## src/rtl/demux_stream.sv

```systemverilog
// Registered 1-to-N stream demultiplexer with one-entry output slots per channel.
// Optional broadcast input enabled by defining DEMUX_STREAM_BCAST_EN.
module demux_stream #(
  parameter int unsigned DW   = 8,
  parameter int unsigned N    = 8,
  parameter int unsigned SELW = 3
) (
  input  logic            clk,
  input  logic            rst,
  input  logic            in_valid,
  output logic            in_ready,
  input  logic [DW-1:0]   in_data,
  input  logic [SELW-1:0] in_sel,
  output logic [N-1:0]    out_valid,
  input  logic [N-1:0]    out_ready,
  output logic [N*DW-1:0] out_data,
  output logic [15:0]     drop_cnt
`ifdef DEMUX_STREAM_BCAST_EN
  ,
  input  logic            in_bcast
`endif
);

  localparam logic [SELW:0] NUM_CH = (SELW+1)'(N);

  logic [N-1:0]    valid_q, valid_d;
  logic [N*DW-1:0] data_q, data_d;
  logic [15:0]     drop_cnt_q, drop_cnt_d;

  logic [N-1:0]    free;
  logic [N-1:0]    sel_hit;
  logic [N-1:0]    load;
  logic            in_range;
  logic            bcast;
  logic            ready_c;
  logic            xfer;

  always_comb begin
    free = ~valid_q | out_ready;

    sel_hit = '0;
    for (int unsigned k = 0; k < N; k++) begin
      sel_hit[k] = (in_sel == SELW'(k));
    end
    in_range = {1'b0, in_sel} < NUM_CH;

    bcast = 1'b0;
`ifdef DEMUX_STREAM_BCAST_EN
    bcast = in_bcast;
`endif

    // Out-of-range selects are always accepted so they can be discarded.
    if (bcast) begin
      ready_c = &free;
    end else if (in_range) begin
      ready_c = |(sel_hit & free);
    end else begin
      ready_c = 1'b1;
    end
    in_ready = ~rst & ready_c;
    xfer     = in_valid & in_ready;

    load = '0;
    if (xfer) begin
      if (bcast) begin
        load = '1;
      end else if (in_range) begin
        load = sel_hit;
      end
    end

    valid_d = (valid_q & ~out_ready) | load;

    data_d = data_q;
    for (int unsigned k = 0; k < N; k++) begin
      if (load[k]) begin
        data_d[k*DW +: DW] = in_data;
      end
    end

    drop_cnt_d = drop_cnt_q;
    if (xfer && !bcast && !in_range && (drop_cnt_q != 16'hFFFF)) begin
      drop_cnt_d = drop_cnt_q + 16'd1;
    end
  end

  always_ff @(posedge clk) begin
    if (rst) begin
      valid_q    <= '0;
      data_q     <= '0;
      drop_cnt_q <= '0;
    end else begin
      valid_q    <= valid_d;
      data_q     <= data_d;
      drop_cnt_q <= drop_cnt_d;
    end
  end

  assign out_valid = valid_q;
  assign out_data  = data_q;
  assign drop_cnt  = drop_cnt_q;

endmodule

```

## config.mk

```make
export PLATFORM = sky130hd
export DESIGN_NAME = demux_stream
export DESIGN_NICKNAME = d
export VERILOG_FILES = /design/src/rtl/demux_stream.sv
export SDC_FILE = /design/constraint.sdc
export NUM_CORES = 1
export LEC_CHECK = 0
export CAP_MARGIN = 30
export CELL_PAD_IN_SITES_DETAIL_PLACEMENT = 1
export CELL_PAD_IN_SITES_GLOBAL_PLACEMENT = 1
export CORE_ASPECT_RATIO = 0.5
export CORE_MARGIN = 4
export CORE_UTILIZATION = 32
export DETAILED_ROUTE_END_ITERATION = 6
export GPL_ROUTABILITY_DRIVEN = 0
export PLACE_DENSITY_LB_ADDON = 0.1
export SLEW_MARGIN = 15
export SYNTH_ARGS = -nofsm -noshare
export SYNTH_HDL_FRONTEND = slang
export SYNTH_SLANG_ARGS = --single-unit
```

## constraint.sdc

```tcl
create_clock -name clk -period 1.2 [get_ports clk]
set_input_delay 0.18 -clock clk [delete_from_list [all_inputs] [get_ports clk]]
set_output_delay 0.18 -clock clk [all_outputs]
set_load 0.02 [all_outputs]
```

==> results.sh <==
export IMPL_vias=2457
export IMPL_ant_nets=0
export IMPL_r2r_start="out_valid[5]"
export IMPL_r2r_end="out_data[42]"
export IMPL_final_hold_violation_count=0
export IMPL_ys_seq_area_share_pct=49.9
export IMPL_rrSetupSlack_ns=-0.23
export IMPL_worstSetupStartpoint="out_valid[3]"
export IMPL_synth_top_area_share_pct=49.9
export IMPL_synth_edf_count=0
export IMPL_postLayoutCellArea_um2=4560
export IMPL_cts_htree_levels=3
export IMPL_status="complete, but fails checks"
export IMPL_layout_setup_ws_ns=-0.348
export IMPL_max_freq_mhz=646
export IMPL_pin_count=111
export IMPL_initial_core_util_pct=33.1
export IMPL_hold_class="in2reg"
export IMPL_drtPass1Iterations=4
export IMPL_ys_types=21
export IMPL_busiest_layer="met2"
export IMPL_clk_root_buffer_cell="clkbuf_16"
export IMPL_drive_above_1_share_pct=37.5
export IMPL_async_reset_ff_share_pct=0
export IMPL_yosys_top_cells_area="dfxtp_1, mux2i_1, nor2_1"
export IMPL_setup_viol=44
export IMPL_grt_pass1_wl_mm=14.4
export IMPL_clk_path_buf_depth=2
export IMPL_cp_endpoint="in_ready"
export IMPL_violations="negative setup slack"
export IMPL_first_iter_violations=98
export IMPL_hold_buffers=0
export IMPL_cts_sinks=72
export IMPL_synth_ff_type="dfxtp_1"
export IMPL_crit_fanout=2
export IMPL_maxCapViolCount=0
export IMPL_ys_warnings_count=0
export IMPL_synth_seq_cells=72
export IMPL_portBuffers=94
export IMPL_cts_tree="built"
export IMPL_clock_latency_ns=0.34
export IMPL_dieArea_um2=10700
export IMPL_tightest_slew_ns=0.746
export IMPL_power_leakage_nw=2.20
export IMPL_finalCriticalPeriod_ns=1.55
export IMPL_area_growth_pct=57.8
export IMPL_netlist_area_um2=2890
export IMPL_rows=24
export IMPL_slew_headroom_pct=50.3
export IMPL_wl_per_cell_um=18.7
export IMPL_numCtsBuffers=9
export IMPL_synth_avg_cell_area_um2=10.0
export IMPL_finalMaxSlewViolations=0
export IMPL_critPathRequiredTime_ns=1.02
export IMPL_crit_type="reg2out"
export IMPL_grt_start_max_net_pins=73
export IMPL_dpl_cell_area_um2=4070
export IMPL_final_nets=438
export IMPL_cp_end_kind="output pin"
export IMPL_synth_top_area_cell="dfxtp_1"
export IMPL_grt_ovfl_total=0
export IMPL_die_w_um=142
export IMPL_grt_use_met3_pct=6.28
export IMPL_die_y_um=75.2
export IMPL_critPathArrivalTime_ns=1.37
export IMPL_num_antenna_cells=0
export IMPL_grt_pass1_vias=2545
export IMPL_p_total_mw=5.92
export IMPL_route_detailed_drc=0
export IMPL_clock_skew_ns=0.00779
export IMPL_grt_total_usage_pct=18.4
export IMPL_p_per_area_nw_per_um2=1300
export IMPL_hp_start="out_ready[1]"
export IMPL_use_met1_pct=22.3
export IMPL_reg2regPathDepth=6
export IMPL_use_met2_pct=32.3
export IMPL_via_per_inst=4.57
export IMPL_ys_top_cells_by_count="dfxtp_1, nor2_1, mux2i_1, buf_4, clkbuf_1"
export IMPL_core_um2=8740
export IMPL_vdd_drop_max_mv=0.778
export IMPL_antenna_found_initial=0
export IMPL_period_share_pct=129
export IMPL_finish_utilization_pct=52.2
export IMPL_clkSlewWorstSetupHoldPaths_ns=0.06
export IMPL_syn_inst=288
export IMPL_critPathLaunchType="register"
export IMPL_dpl_hpwl_mm=6.22
export IMPL_rsz0062_at_grt="true"
export IMPL_drt_total_wl_mm=10.1
[logic make-up (layout without fill, tap and decap cells)]
group                  Yosys count  in the layout  synth area share, %
multiplexers                    65             65                 22.6
AND/OR/NAND/NOR                 98             98                 15.4
AO/OA/AOI/OAI                   11             11                 2.16
flip-flops                      72             72                 49.9
buffers and inverters           41            159                 9.87
other                            1             16                0.130
[metrics by stage]
| stage | TNS, ns | setup WS (ns) | hold WS (ns) | cells |
|---|---|---|---|---|
| 6_report | -5.76 | -0.348 | 0.251 | 538 |
| 5_1_grt | -8.42 | -0.441 | 0.278 | 538 |
| 4_1_cts | -5.65 | -0.320 | 0.398 | 533 |
| 3_5_place_dp | -43.31 | -0.917 | 0.484 | 508 |
| 3_3_place_gp | -39.52 | -0.823 | 0.472 | 508 |
| 2_1_floorplan | 0 | 0.000176 | 0.372 | 303 |
[cell usage in the layout (no fill, tap or decap), drive strengths merged]
cell and instances:
a21oi 6, a31o 1, and2b 1, and3b 3, buf 56, bufinv 2
clkbuf 51, clkdlybuf4s15 27, clkdlybuf4s50 13, clkinv 1, clkinvlp 2, conb 16
dfxtp 72, dlygate4sd2 3, dlymetal6s2s 2, inv 2, mux2 1, mux2i 64
nand2 2, nand2b 7, nand3 3, nand4 2, nor2 72, nor2b 6
nor3b 2, o21ai 1, o22ai 3
[layout make-up]
type | count | area (um^2)
well taps | 117 | 146
repair buffers | 142 | 1220
fillers | 973 | 4180
clock buffers | 10 | 229
inverters | 1 | 3.75
flip-flops and latches | 72 | 1450
clock inverters | 6 | 92.6
multi-input cells | 190 | 1410
[flip-flops by register name, indices dropped and copies added (netlist names)]
name / flops
out_valid: 8
out_data: 64
[worst max-delay path: stages, from the launching register on]
cell     delay [ns]
dfxtp_2        0.32
nor2b_4        0.20
o22ai_2        0.10
o22ai_2        0.19
a21oi_2        0.07
buf_4          0.15
[where the power goes]
group          internal (mW)  leakage (nW)  switching, mW  total, mW
Clock                   1.83         0.149           1.05       2.88
Sequential              2.43         0.586         0.0240       2.46
Combinational          0.248          1.47          0.338      0.586
Total                   4.51          2.20           1.41       5.92
[what timing repair did]
item	4_1_cts	5_1_grt
gates resized for setup	191	99
setup endpoints to repair	145	121
cloned	4	3
buffers inserted	7	4
pin swaps	8	6
[worst min-delay path by stage]
stage / endpoint / slack [ns] / cells after the start
6_report: out_valid[1] / 0.25 / 4
5_1_grt: out_valid[1] / 0.28 / 4
4_1_cts: out_valid[4] / 0.40 / 4
3_5_place_dp: out_data[27] / 0.48 / 2
3_3_place_gp: out_data[51] / 0.47 / 2
2_1_floorplan: out_valid[6] / 0.37 / 3
[metal layers]
layer / part of all wire, % / wire [um]
met5: 0 / 0
met4: 0.36 / 36
met3: 5.3 / 532
met2: 49 / 4890
met1: 46 / 4610
Power figures use the tool's default switching activity.
==> RTL change: new RTL, same settings <==
The option `DEMUX_STREAM_BCAST_EN` is turned on by a define.
--- a/src/rtl/demux_stream.sv
+++ b/src/rtl/demux_stream.sv
@@ -1,5 +1,7 @@
 // Registered 1-to-N stream demultiplexer with one-entry output slots per channel.
 // Optional broadcast input enabled by defining DEMUX_STREAM_BCAST_EN.
+`define DEMUX_STREAM_BCAST_EN
+
 module demux_stream #(
   parameter int unsigned DW   = 8,
   parameter int unsigned N    = 8,
Interface: changed (added in_bcast); port bits go from 111 to 112. The function was not compared with the original's and may differ.
==> RTL change against the original RTL <==
  * The run still ends with setup timing left
  * Synthesized area grew 16%
  * Register-to-register slack got worse by 0.42 ns
  * Count of clock-buffer cells in the layout grew 1
  * Setup slack lost 0.32 ns
  * Final area rose by 14%
  * Routed wire length is 7.7% higher
  * Cell count rose by 9.3%
  * Hold slack lost 0.089 ns
  * Fmax decreased by 17%
  * Synthesized cell count grew 5.2%
  * Sequential cell count is the same
Power is not compared: it rests on default switching activity, and its combinational part moved more than twofold at a synthesized area within 25%.
==> RTL change: results (changes against the original RTL) <==
Synthesis
  – Synth cell types: 32 (+52%)
  – Synth Instances: 303 (+5.2%)
  – Synth area leaders: dfxtp_1 (43%), mux2_2 (19%), nor2b_1 (13%), buf_4 (3.6%), mux2_4 (3.6%)
  – Top cells by count, synth: dfxtp_1 (72), nor2b_1 (68), mux2_2 (56)
  – Register area share after synthesis: 0.431 (-0.0672)

Setup path
  – R2R setup slack: -0.65 ns (-0.42 ns)
  – FF-to-FF path depth: 8 (+2)
  – Worst r2r dst: out_data[51]$_SDFFE_PP0P_
  – CP Launch Point: out_ready[5]
  – Kind of critical path: input port to register
  – Crit path max fanout: 8 (+6)
  – Critical path arrival: 2.11 ns (+0.74 ns)

Layout
  – Area of the multi-input gates: 1950 µm² (+38%)
  – Layout cells sized above 1: 0.487 (+0.111)
  – Final nets: 466 (+6.4%)
  – Filler cells: 1101 (+13%)
  – Layout Cells excl Fill: 588 (+9.3%)
  – ANT cells: 0 (unchanged)

STA
  – Final setup vio count: 74 (+68%)
  – Worst setup margin: -0.670 ns (-0.323 ns)
  – Sum Neg Setup Slack: -42.89 ns (-37.13 ns)
  – Layout Skew: 0.00731 ns (-0.000483 ns)

Route
  – Iter 0 DRT Violations: 95 (-3.1%)
  – Drt total wl: 10.8 mm (+7.7%)
  – Via Count: 2773 (+13%)

Placement
  – Final HPWL DP: 7.36 mm (+18%)
  – Buffers on Ports: 95 (+1.1%)

Global routing
  – Vias in the first global route: 3063 (+20%)
  – Largest net degree at the start of global routing: 60 (-18%)
  – Total GRT Usage: 0.180 (-0.00388)
  – Global-route wire length before repair: 16.9 mm (+17%)

Status
  – Failing checks: setup timing
  – Status: finished, violations left
-- RTL change: cell count changes after synthesis, sizes merged, moves of 3 or more --
| cell | delta |
|---|---|
| a21oi | +3 |
| o31ai | +8 |
| nor2b | +63 |
| nor2 | -66 |
| and3b | -3 |
| o22ai | -3 |
| mux2 | +63 |
| buf | -11 |
| mux2i | -63 |
| nand2 | +6 |
| o211ai | +16 |
-- RTL change: metrics by stage --
step | hold WS, ns | setup slack, ns | area (µm²)
5_1_grt | 0.178 | -0.718 | 5210
3_5_place_dp | 0.508 | -1.20 | 4800
6_report | 0.162 | -0.670 | 5210
3_3_place_gp | 0.506 | -1.09 | 4800
4_1_cts | 0.291 | -0.643 | 5240
2_1_floorplan | 0.323 | -0.568 | 3520
-- RTL change: kinds of logic (layout without fill, tap and decap cells) --
kind of cell	after synthesis	after routing	share of synthesized area
DFF	72	72	0.431
other	1	16	0.00112
muxes	65	65	0.228
buffers and inverters	31	161	0.0614
and+or+nand+nor	97	97	0.175
AOI/OAI and AO/OA	37	37	0.104
-- RTL change: layout make-up --
type	count	share of cell area
well taps	140	0.0336
flip-flops and latches	72	0.281
inverters	1	0.000960
repair buffers	144	0.249
multi-input cells	215	0.374
clock buffers	11	0.0485
clock inverters	5	0.0122
-- RTL change: repair_timing --
action	CTS	global route
pin swaps	3	4
resized for setup	144	71
setup endpoints to repair	145	125
setup buffers	4	4
-- RTL change: worst min-delay path by stage --
stage / startpoint / to / slack (ns) / cells past startpoint
final: out_ready[7] / out_valid[7]$_SDFF_PP0_ / 0.16 / 3
after global routing: out_ready[7] / out_valid[7]$_SDFF_PP0_ / 0.18 / 3
after CTS: rst / out_valid[5]$_SDFF_PP0_ / 0.29 / 3
after detailed placement: out_valid[7]$_SDFF_PP0_ / out_valid[7]$_SDFF_PP0_ / 0.51 / 2
after global placement: out_valid[7]$_SDFF_PP0_ / out_valid[7]$_SDFF_PP0_ / 0.51 / 2
after floorplan: in_data[0] / out_data[16]$_SDFFE_PP0P_ / 0.32 / 1
-- RTL change: metal layers --
metal	up-vias	GRT usage	part of all wire
li1	1300	-	-
met1	1369	0.206	0.43
met2	84	0.320	0.49
met3	20	0.0635	0.059
met4	0	0.0551	0.020
met5	-	0	0
-- RTL change: worst max-delay path, cell delays in order --
cell and delay, ns:
clkdlybuf4s50_1 0.47, nand2b_4 0.15, nand4_4 0.14, buf_4 0.18, o31ai_2 0.27, buf_4 0.18
o211ai_4 0.09, buf_12 0.16, mux2_4 0.30
-- RTL change: report_power, final --
| part | leakage (µW) | total [µW] | internal [µW] | switching [µW] |
|---|---|---|---|---|
| Combinational | 0.00184 | 1640 | 795 | 849 |
| Sequential | 0.000592 | 2650 | 2560 | 92.1 |
| Clock | 0.000152 | 2840 | 1740 | 1100 |
